`src/rtl/register_file_pkg.sv`:
```
// Shared types, sizes and the operand read mux for the register file.
// The read mux is a function so both source ports get identical bypass logic.
package register_file_pkg;

   localparam int ROB_SIZE = 16;
   localparam int ROB_ID_W = 5;
   localparam int REG_NUM  = 32;

   typedef logic [31:0]         data_t;
   typedef logic [4:0]          reg_pos_t;
   typedef logic [ROB_ID_W-1:0] rob_id_t;

   localparam data_t    ZERO_WORD = '0;
   localparam reg_pos_t ZERO_REG  = '0;
   localparam rob_id_t  ZERO_ROB  = '0;

   typedef struct packed {
      data_t   v;
      rob_id_t q;
   } rd_port_t;

   // A commit whose tag still owns the register is forwarded in the same cycle.
   function automatic rd_port_t rf_read(
      input reg_pos_t src,
      input data_t    cur_v,
      input rob_id_t  cur_q,
      input logic     commit,
      input reg_pos_t commit_rd,
      input rob_id_t  commit_q,
      input data_t    commit_v
   );
      rd_port_t r;
      r.v = cur_v;
      r.q = cur_q;
      if (src == ZERO_REG) begin
         r.v = ZERO_WORD;
         r.q = ZERO_ROB;
      end else if (commit && commit_rd == src
                   && cur_q == commit_q) begin
         r.v = commit_v;
         r.q = ZERO_ROB;
      end
      return r;
   endfunction

endpackage

```
`src/rtl/register_file_if.sv`:
```
// Dispatcher and ROB side signals of the register file.
// master drives requests (dispatcher/ROB), slave is the register file.
interface register_file_if;
   import register_file_pkg::*;

   reg_pos_t rs1_from_dsp;
   reg_pos_t rs2_from_dsp;
   data_t    V1_to_dsp;
   rob_id_t  Q1_to_dsp;
   data_t    V2_to_dsp;
   rob_id_t  Q2_to_dsp;

   logic     ena_from_dsp;
   reg_pos_t rd_from_dsp;
   rob_id_t  Q_from_dsp;

   logic     commit_flag_from_rob;
   reg_pos_t rd_from_rob;
   rob_id_t  Q_from_rob;
   data_t    V_from_rob;
   logic     rollback_flag_from_rob;

   modport master (
      output rs1_from_dsp, rs2_from_dsp,
      output ena_from_dsp, rd_from_dsp, Q_from_dsp,
      output commit_flag_from_rob, rd_from_rob,
      output Q_from_rob, V_from_rob,
      output rollback_flag_from_rob,
      input  V1_to_dsp, Q1_to_dsp,
      input  V2_to_dsp, Q2_to_dsp
   );

   modport slave (
      input  rs1_from_dsp, rs2_from_dsp,
      input  ena_from_dsp, rd_from_dsp, Q_from_dsp,
      input  commit_flag_from_rob, rd_from_rob,
      input  Q_from_rob, V_from_rob,
      input  rollback_flag_from_rob,
      output V1_to_dsp, Q1_to_dsp,
      output V2_to_dsp, Q2_to_dsp
   );

endinterface

```
`src/rtl/register_file.sv`:
```
// Architectural register file with per-register rename tags (Q=0: valid).
// Commits write values, renames write tags, rollback drops every tag.
module register_file
   import register_file_pkg::*;
(
   input logic            clk,
   input logic            rst,
   input logic            rdy,
   register_file_if.slave bus
);

   data_t    value [REG_NUM];
   rob_id_t  tag   [REG_NUM];
   rd_port_t rd1;
   rd_port_t rd2;

   logic commit_wr;
   logic rename_wr;

   assign commit_wr = bus.commit_flag_from_rob
                      && bus.rd_from_rob != ZERO_REG;
   assign rename_wr = bus.ena_from_dsp
                      && !bus.rollback_flag_from_rob
                      && bus.rd_from_dsp != ZERO_REG;

   always_comb begin
      rd1 = rf_read(bus.rs1_from_dsp,
                    value[bus.rs1_from_dsp],
                    tag[bus.rs1_from_dsp],
                    bus.commit_flag_from_rob,
                    bus.rd_from_rob,
                    bus.Q_from_rob,
                    bus.V_from_rob);
      rd2 = rf_read(bus.rs2_from_dsp,
                    value[bus.rs2_from_dsp],
                    tag[bus.rs2_from_dsp],
                    bus.commit_flag_from_rob,
                    bus.rd_from_rob,
                    bus.Q_from_rob,
                    bus.V_from_rob);
   end

   assign bus.V1_to_dsp = rd1.v;
   assign bus.Q1_to_dsp = rd1.q;
   assign bus.V2_to_dsp = rd2.v;
   assign bus.Q2_to_dsp = rd2.q;

   // Later assignments win: rename overrides the commit tag clear.
   always_ff @(posedge clk) begin
      if (rst) begin
         for (int i = 0; i < REG_NUM; i++) begin
            value[i] <= ZERO_WORD;
            tag[i]   <= ZERO_ROB;
         end
      end else if (rdy) begin
         if (bus.rollback_flag_from_rob) begin
            for (int i = 0; i < REG_NUM; i++)
               tag[i] <= ZERO_ROB;
         end
         if (commit_wr) begin
            value[bus.rd_from_rob] <= bus.V_from_rob;
            if (!bus.rollback_flag_from_rob
                && tag[bus.rd_from_rob] == bus.Q_from_rob)
               tag[bus.rd_from_rob] <= ZERO_ROB;
         end
         if (rename_wr)
            tag[bus.rd_from_dsp] <= bus.Q_from_dsp;
      end
   end

endmodule

```
`src/flat_wrapper.sv`:
```
// flat-port wrapper written by rule: the top's interface ports become plain ports
module register_file_flat import register_file_pkg::*;
  (clk, rst, rdy, bus_rs1_from_dsp, bus_rs2_from_dsp, bus_ena_from_dsp, bus_rd_from_dsp, bus_Q_from_dsp, bus_commit_flag_from_rob, bus_rd_from_rob, bus_Q_from_rob, bus_V_from_rob, bus_rollback_flag_from_rob, bus_V1_to_dsp, bus_Q1_to_dsp, bus_V2_to_dsp, bus_Q2_to_dsp);
  register_file_if bus_i ();
  input logic clk;
  input logic rst;
  input logic rdy;
  input wire logic [$bits(bus_i.rs1_from_dsp)-1:0] bus_rs1_from_dsp;
  input wire logic [$bits(bus_i.rs2_from_dsp)-1:0] bus_rs2_from_dsp;
  input wire logic [$bits(bus_i.ena_from_dsp)-1:0] bus_ena_from_dsp;
  input wire logic [$bits(bus_i.rd_from_dsp)-1:0] bus_rd_from_dsp;
  input wire logic [$bits(bus_i.Q_from_dsp)-1:0] bus_Q_from_dsp;
  input wire logic [$bits(bus_i.commit_flag_from_rob)-1:0] bus_commit_flag_from_rob;
  input wire logic [$bits(bus_i.rd_from_rob)-1:0] bus_rd_from_rob;
  input wire logic [$bits(bus_i.Q_from_rob)-1:0] bus_Q_from_rob;
  input wire logic [$bits(bus_i.V_from_rob)-1:0] bus_V_from_rob;
  input wire logic [$bits(bus_i.rollback_flag_from_rob)-1:0] bus_rollback_flag_from_rob;
  output wire logic [$bits(bus_i.V1_to_dsp)-1:0] bus_V1_to_dsp;
  output wire logic [$bits(bus_i.Q1_to_dsp)-1:0] bus_Q1_to_dsp;
  output wire logic [$bits(bus_i.V2_to_dsp)-1:0] bus_V2_to_dsp;
  output wire logic [$bits(bus_i.Q2_to_dsp)-1:0] bus_Q2_to_dsp;
  assign bus_i.rs1_from_dsp = bus_rs1_from_dsp;
  assign bus_i.rs2_from_dsp = bus_rs2_from_dsp;
  assign bus_i.ena_from_dsp = bus_ena_from_dsp;
  assign bus_i.rd_from_dsp = bus_rd_from_dsp;
  assign bus_i.Q_from_dsp = bus_Q_from_dsp;
  assign bus_i.commit_flag_from_rob = bus_commit_flag_from_rob;
  assign bus_i.rd_from_rob = bus_rd_from_rob;
  assign bus_i.Q_from_rob = bus_Q_from_rob;
  assign bus_i.V_from_rob = bus_V_from_rob;
  assign bus_i.rollback_flag_from_rob = bus_rollback_flag_from_rob;
  assign bus_V1_to_dsp = bus_i.V1_to_dsp;
  assign bus_Q1_to_dsp = bus_i.Q1_to_dsp;
  assign bus_V2_to_dsp = bus_i.V2_to_dsp;
  assign bus_Q2_to_dsp = bus_i.Q2_to_dsp;
  register_file u_core (.clk(clk), .rst(rst), .rdy(rdy), .bus(bus_i));
endmodule
```
`config.mk`:
```
export PLATFORM = sky130hd
export DESIGN_NAME = register_file_flat
export DESIGN_NICKNAME = d
export VERILOG_FILES = /design/src/rtl/register_file_pkg.sv /design/src/rtl/register_file_if.sv /design/src/rtl/register_file.sv /design/src/flat_wrapper.sv
export SDC_FILE = /design/constraint.sdc
export NUM_CORES = 2
export LEC_CHECK = 0
export CORE_ASPECT_RATIO = 0.7
export CORE_MARGIN = 2
export CORE_UTILIZATION = 59
export DETAILED_ROUTE_END_ITERATION = 16
export DONT_BUFFER_PORTS = 1
export GPL_ROUTABILITY_DRIVEN = 0
export PLACE_DENSITY_LB_ADDON = 0.15
export SLEW_MARGIN = 20
export SYNTH_ARGS = -nofsm -noshare
export SYNTH_HDL_FRONTEND = slang
export SYNTH_SLANG_ARGS = --single-unit
```
`constraint.sdc`:
```
create_clock -name clk -period 3.4 [get_ports clk]
set_input_delay 0.51 -clock clk [delete_from_list [all_inputs] [get_ports clk]]
set_output_delay 0.51 -clock clk [all_outputs]
set_load 0.005 [all_outputs]
```
# After elaboration in Yosys (flattened, before gate mapping)
# Memories as Yosys holds them, arrays and structs flattened.
# Index checks and enable logic that the tools add are counted.
# Widths: inputs -> output; s select.
[word_totals] wordCells=119 memories=2 out_inout_bits=74 regBits=0 ramBits=1184
[memory_table] memory="u_core.value" depth=32 width=32 read_ports=2 rd_clocked_by_memory_dff=0 write_ports=32 line="register_file.sv:12" source="data_t value [REG_NUM];"
[memory_table] memory="u_core.tag" depth=32 width=5 read_ports=3 rd_clocked_by_memory_dff=0 write_ports=32 line="register_file.sv:13" source="rob_id_t tag [REG_NUM];"
[classes] bitwise_logic=32 n_reduce_logical=16 eq_ne=5 mux=64
[op_table] op="$mux 5" count=37
[op_table] op="$mux 37" count=4
[op_table] op="$mux 32" count=1
[op_table] op="$or 1x1->1" count=32
[op_table] op="$reduce_or 32->1" count=1
[op_table] op="$eq 5x5->1" count=5
[op_table] op="$mux 1" count=22
[op_table] op="$logic_not 5->1" count=2
[op_table] op="$reduce_bool 5->1" count=2
[op_table] op="$reduce_or 5->1" count=2
[op_table] op="$logic_and 1x1->1" count=8
[op_table] op="$logic_not 1->1" count=1

# Depth between registers and ports, before layout
# An unclocked memory read counts as a cell.
[depth] depth_word=10 mapped_depth=13 ltp_nobuf=8

# Least setup slack after synthesis
# Ideal clock, no wire load.
[synth_path] path_type="input to output" startpoint="in bus_rs1_from_dsp[0]" endpoint="out bus_V1_to_dsp[0]" path_stages=9 slack_ns=-0.139 arrival_ns=3.029 path_cell_list="buf_2 > buf_4 > buf_2 > buf_1 > mux4_2 > mux4_2 > mux2_2 > mux2i_1 > nor2_1"
[synth_between] elab_chain_cells=5 elab_cells_between_ends=9
[synth_lines] item="start: declaration" line="flat_wrapper.sv:8" source="input wire logic [$bits(bus_i.rs1_from_dsp)-1:0] bus_rs1_from_dsp;"
[synth_lines] item="$mem_v2 32x5 / $eq 5x5->1 (equally long branches)"
[synth_lines] item="$eq 5x5->1 / $logic_and 1x1->1 (equally long branches)" line="register_file_pkg.sv:39, register_file_pkg.sv:38"
[synth_lines] item="$logic_and 1x1->1" line="register_file_pkg.sv:39" source="&& cur_q == commit_q) begin"
[synth_lines] item="$mux 37" line="register_file_pkg.sv:38" source="end else if (commit && commit_rd == src"
[synth_lines] item="$mux 37 *" line="register_file_pkg.sv:35" source="if (src == ZERO_REG) begin"
[synth_lines] item="end: declaration" line="flat_wrapper.sv:18" source="output wire logic [$bits(bus_i.V1_to_dsp)-1:0] bus_V1_to_dsp;"
# Mark *: on every way between the ends. The rest lies on a longest branch, timed or not.

==> results.md <==
* Number of synthesized flops with an enable pin at between 1000 and 1500
* Die height at 283.2 um
* TritonCTS Sinks at 1184
* Setup slack after placement at -0.3910 ns
* Total CTS buffers at 114
* H-tree levels at 3
* Vias per Instance at between 7 and 8
* Post-synthesis async set-or-reset flop share at 0%
* I/O Buffers at 0
* Crit. End Element: output port
* Design area at 0.07288 sq mm
* Failing checks: setup timing
* Max cap viols at 0
* Avg Inst Size Synth at around 16 sq um
* Register area share after synthesis at between 50% and 60%
* Final Hold Vio Count at 0
* DRT antenna net count at 0
* Routed WL at about 210000 um
* Clock Power Share at 37.7%
* Reg power frac at between 50% and 60%
* RSZ-0062 raised after global routing: yes
* Number of synthesized register bits at about 1200
* Hold_sp: bus_Q_from_dsp[3]
* Area after DPL at 0.06788 sq mm
* First-pass GRT wire length at approximately 300000 um
* Rows at 102
* Area grow syn2layout at 10.91%
* CTS tree: built
* Max-slew violations at 0
* Number of detailed-route iterations in the first pass at 6
* Vias in the first global route at approximately 40000
* Tmin final at approximately 4.1 ns
* Starting DRT DRC Count at 7252
* Worst slew pin tran at 1.151 ns
* Switching power at approximately 8.0 mW
* Worst Skew at 0.02971 ns
* Routed wire length per instance at around 37 um
* Via count at ~41000
* Fillers at 7488
* Fin crit share at 121.9%
* Max VDD drop at between 400 and 500 uV
* Crit path DAT at ~3.6 ns
* Core Region at 0.1105 sq mm
* Worst-Skew Late Latency at approximately 0.74 ns
* Total Power at approximately 34 mW
* Grt total ovfl at 0
* Worst setup SP type: flip-flop
* Ys Warns at 0
* Clock buffer depth at 3
* DRC at 0
* # setup viols final at 74
* Top-area cell type share of the netlist area at between 50% and 60%
* PwrDens at roughly 470 mW/mm^2
* IO Pins at between 100 and 150
* Gr usage total at between 30% and 40%
* Slew HR at about a quarter
* Yosys cell types at 52
* Crit Path Category: flip-flop to output port
* Main synth FF type: edfxtp_1
* Gate power share at between 10% and 20%
* Crit path from: u_core.tag[1][0]$_SDFFCE_PN0P_
* Final hold slack at about 0.2 ns
* DP HPWL at about 110000 um
* Fmax at 241.3 MHz
* Cell Area, Synth at between 0.06 and 0.07 sq mm
* Post-route worst setup slack at -0.7442 ns
* Worst-path maximum fanout at 7
* Largest net degree at the start of global routing at just over 300
* Yosys top cell by area: edfxtp_1
* Status: complete, but fails checks
* Synth area leaders: edfxtp_1 (54%), mux4_2 (25%), and2_1 (11%)
* Layout Nets at ~4200
* Post-Syn Instances at between 4000 and 5000
* Die W at roughly 400 um
* HP Class: input pin to flip-flop
* Int Pwr at between 20 and 30 mW
* WP data required at slightly below 3 ns
* Root Driver: clkbuf_16
* Switching part of the total at a little under a quarter
* Initial antenna violation count at 10
* Pleak at 24.94 nW
* Layout cells sized above 1 at between 30 and 40%
* R2r startpoint: u_core.tag[14][4]$_SDFFCE_PN0P_
* Initial Utilization at between 50% and 60%
* Clock Pin Slew Worst Setup and Hold Paths at 0.07 ns
* Die area at ~0.11 sq mm
-- area by class of cell --
cell class,instances,area (sq um),share of cell area (%)
flip-flops and latches,1184,35550,48.79
inverters,3,11.26,0.01545
repair buffers,263,2730,3.746
diodes,6,15.01,0.02060
clock buffers,144,3050,4.186
clock inverters,61,629.4,0.8636
multi-input cells,2581,29060,39.88
well taps,1456,1822,2.500
-- cell families (layout without fill, tap and decap cells) --
kind of cell              after synthesis  in the layout  synth area share [%]
xor gates and xnor gates               23             23                0.3066
and+or+nand+nor                      1497           1497                 13.41
DFF                                  1184           1184                 54.11
AOI/OAI and AO/OA                      93             93                 1.021
muxes                                 931            931                 28.46
buffers and inverters                 425            471                 2.683
other                                   1             43              0.005707
-- cell usage in the layout, fill, tap and decap left out, types with 27 or more instances in the layout --
cell,n
and2_1,1148
mux2i_1,97
clkbuf_16,118
buf_12,36
buf_4,152
edfxtp_1,1184
a22oi_1,27
nor2_1,108
dlygate4sd3_1,58
or2_2,32
nor2_4,34
mux4_2,736
mux2_2,69
conb_1,37
nand2_1,92
-- worst paths after layout --
path,slack (ns),to,cells past startpoint
hold / removal,0.20,u_core.tag[4][3]$_SDFFCE_PN0P_,2
setup reg to reg,0.13,u_core.tag[29][3]$_SDFFCE_PN0P_,12
setup / recovery,-0.74,bus_V2_to_dsp[23],12
hold reg to reg,1.67,u_core.tag[24][1]$_SDFFCE_PN0P_,10
-- state kept, by name (all words and copies together) (netlist names) --
name	cells
u_core.tag	160
u_core.value	1024
-- per-layer routing --
layer	global-route usage, %	part of all wire, %
met3	13.16	17
met2	51.36	43
met4	11.30	3.6
met1	56.40	37
met5	0.3759	0.040
-- through the flow --
stage               setup TNS, ns  instances  utilization (%)
global placement           -13.06       5407            61.42
CTS                        -46.35       5691            65.81
floorplan                  -3.608       4190                -
detailed placement         -16.99       5407            61.42
global route               -51.93       5692            65.93
finish                     -47.72       5698            65.94
-- cell usage after synthesis, drive strengths merged (2+ instances only) --
cell type / count
or3: 2
nor4: 5
nand2: 92
a31o: 2
o2111ai: 8
buf: 119
clkbuf: 303
mux2i: 122
nand3: 16
a2bb2oi: 2
o21ai: 33
or3b: 3
and3: 6
nor2b: 14
mux4: 740
a221oi: 10
xnor2: 10
nor2: 142
and3b: 3
nor3b: 6
inv: 3
xor2: 13
edfxtp: 1184
or2: 34
nand3b: 8
mux2: 69
a22oi: 28
nand2b: 6
and2: 1149
nand4: 9
-- worst max-delay path, cell delays in order (launching register included) --
cell and delay (ns):
edfxtp_1 0.46, mux4_2 0.51, o21a_1 0.20, o21ai_0 0.13, and4_4 0.29, xnor2_1 0.08
nor4_1 0.31, buf_4 0.17, nand3_4 0.10, buf_6 0.17, buf_16 0.16, mux2i_1 0.18
buf_4 0.14
-- timing repair --
| action | in CTS | in global routing |
|---|---|---|
| resized for setup | 56 | 31 |
| cloned | 4 | 0 |
| endpoints found under the setup margin | 74 | 151 |
| buffers inserted | 12 | 2 |
| hold endpoints to repair | 1178 | 0 |
| pin swaps | 8 | 5 |
| hold buffers | 66 | 0 |
-- power groups by stage --
stage | Sequential, mW | Clock, mW | Combinational, mW
floorplan | 17.4 | 0 | 3.03
global placement | 17.6 | 0 | 3.52
detailed placement | 17.6 | 0 | 3.54
CTS | 17.3 | 12.9 | 3.85
global route | 17.4 | 13.5 | 4.08
finish | 17.4 | 12.9 | 3.97
Note: power is estimated with default switching activity, not from simulation.
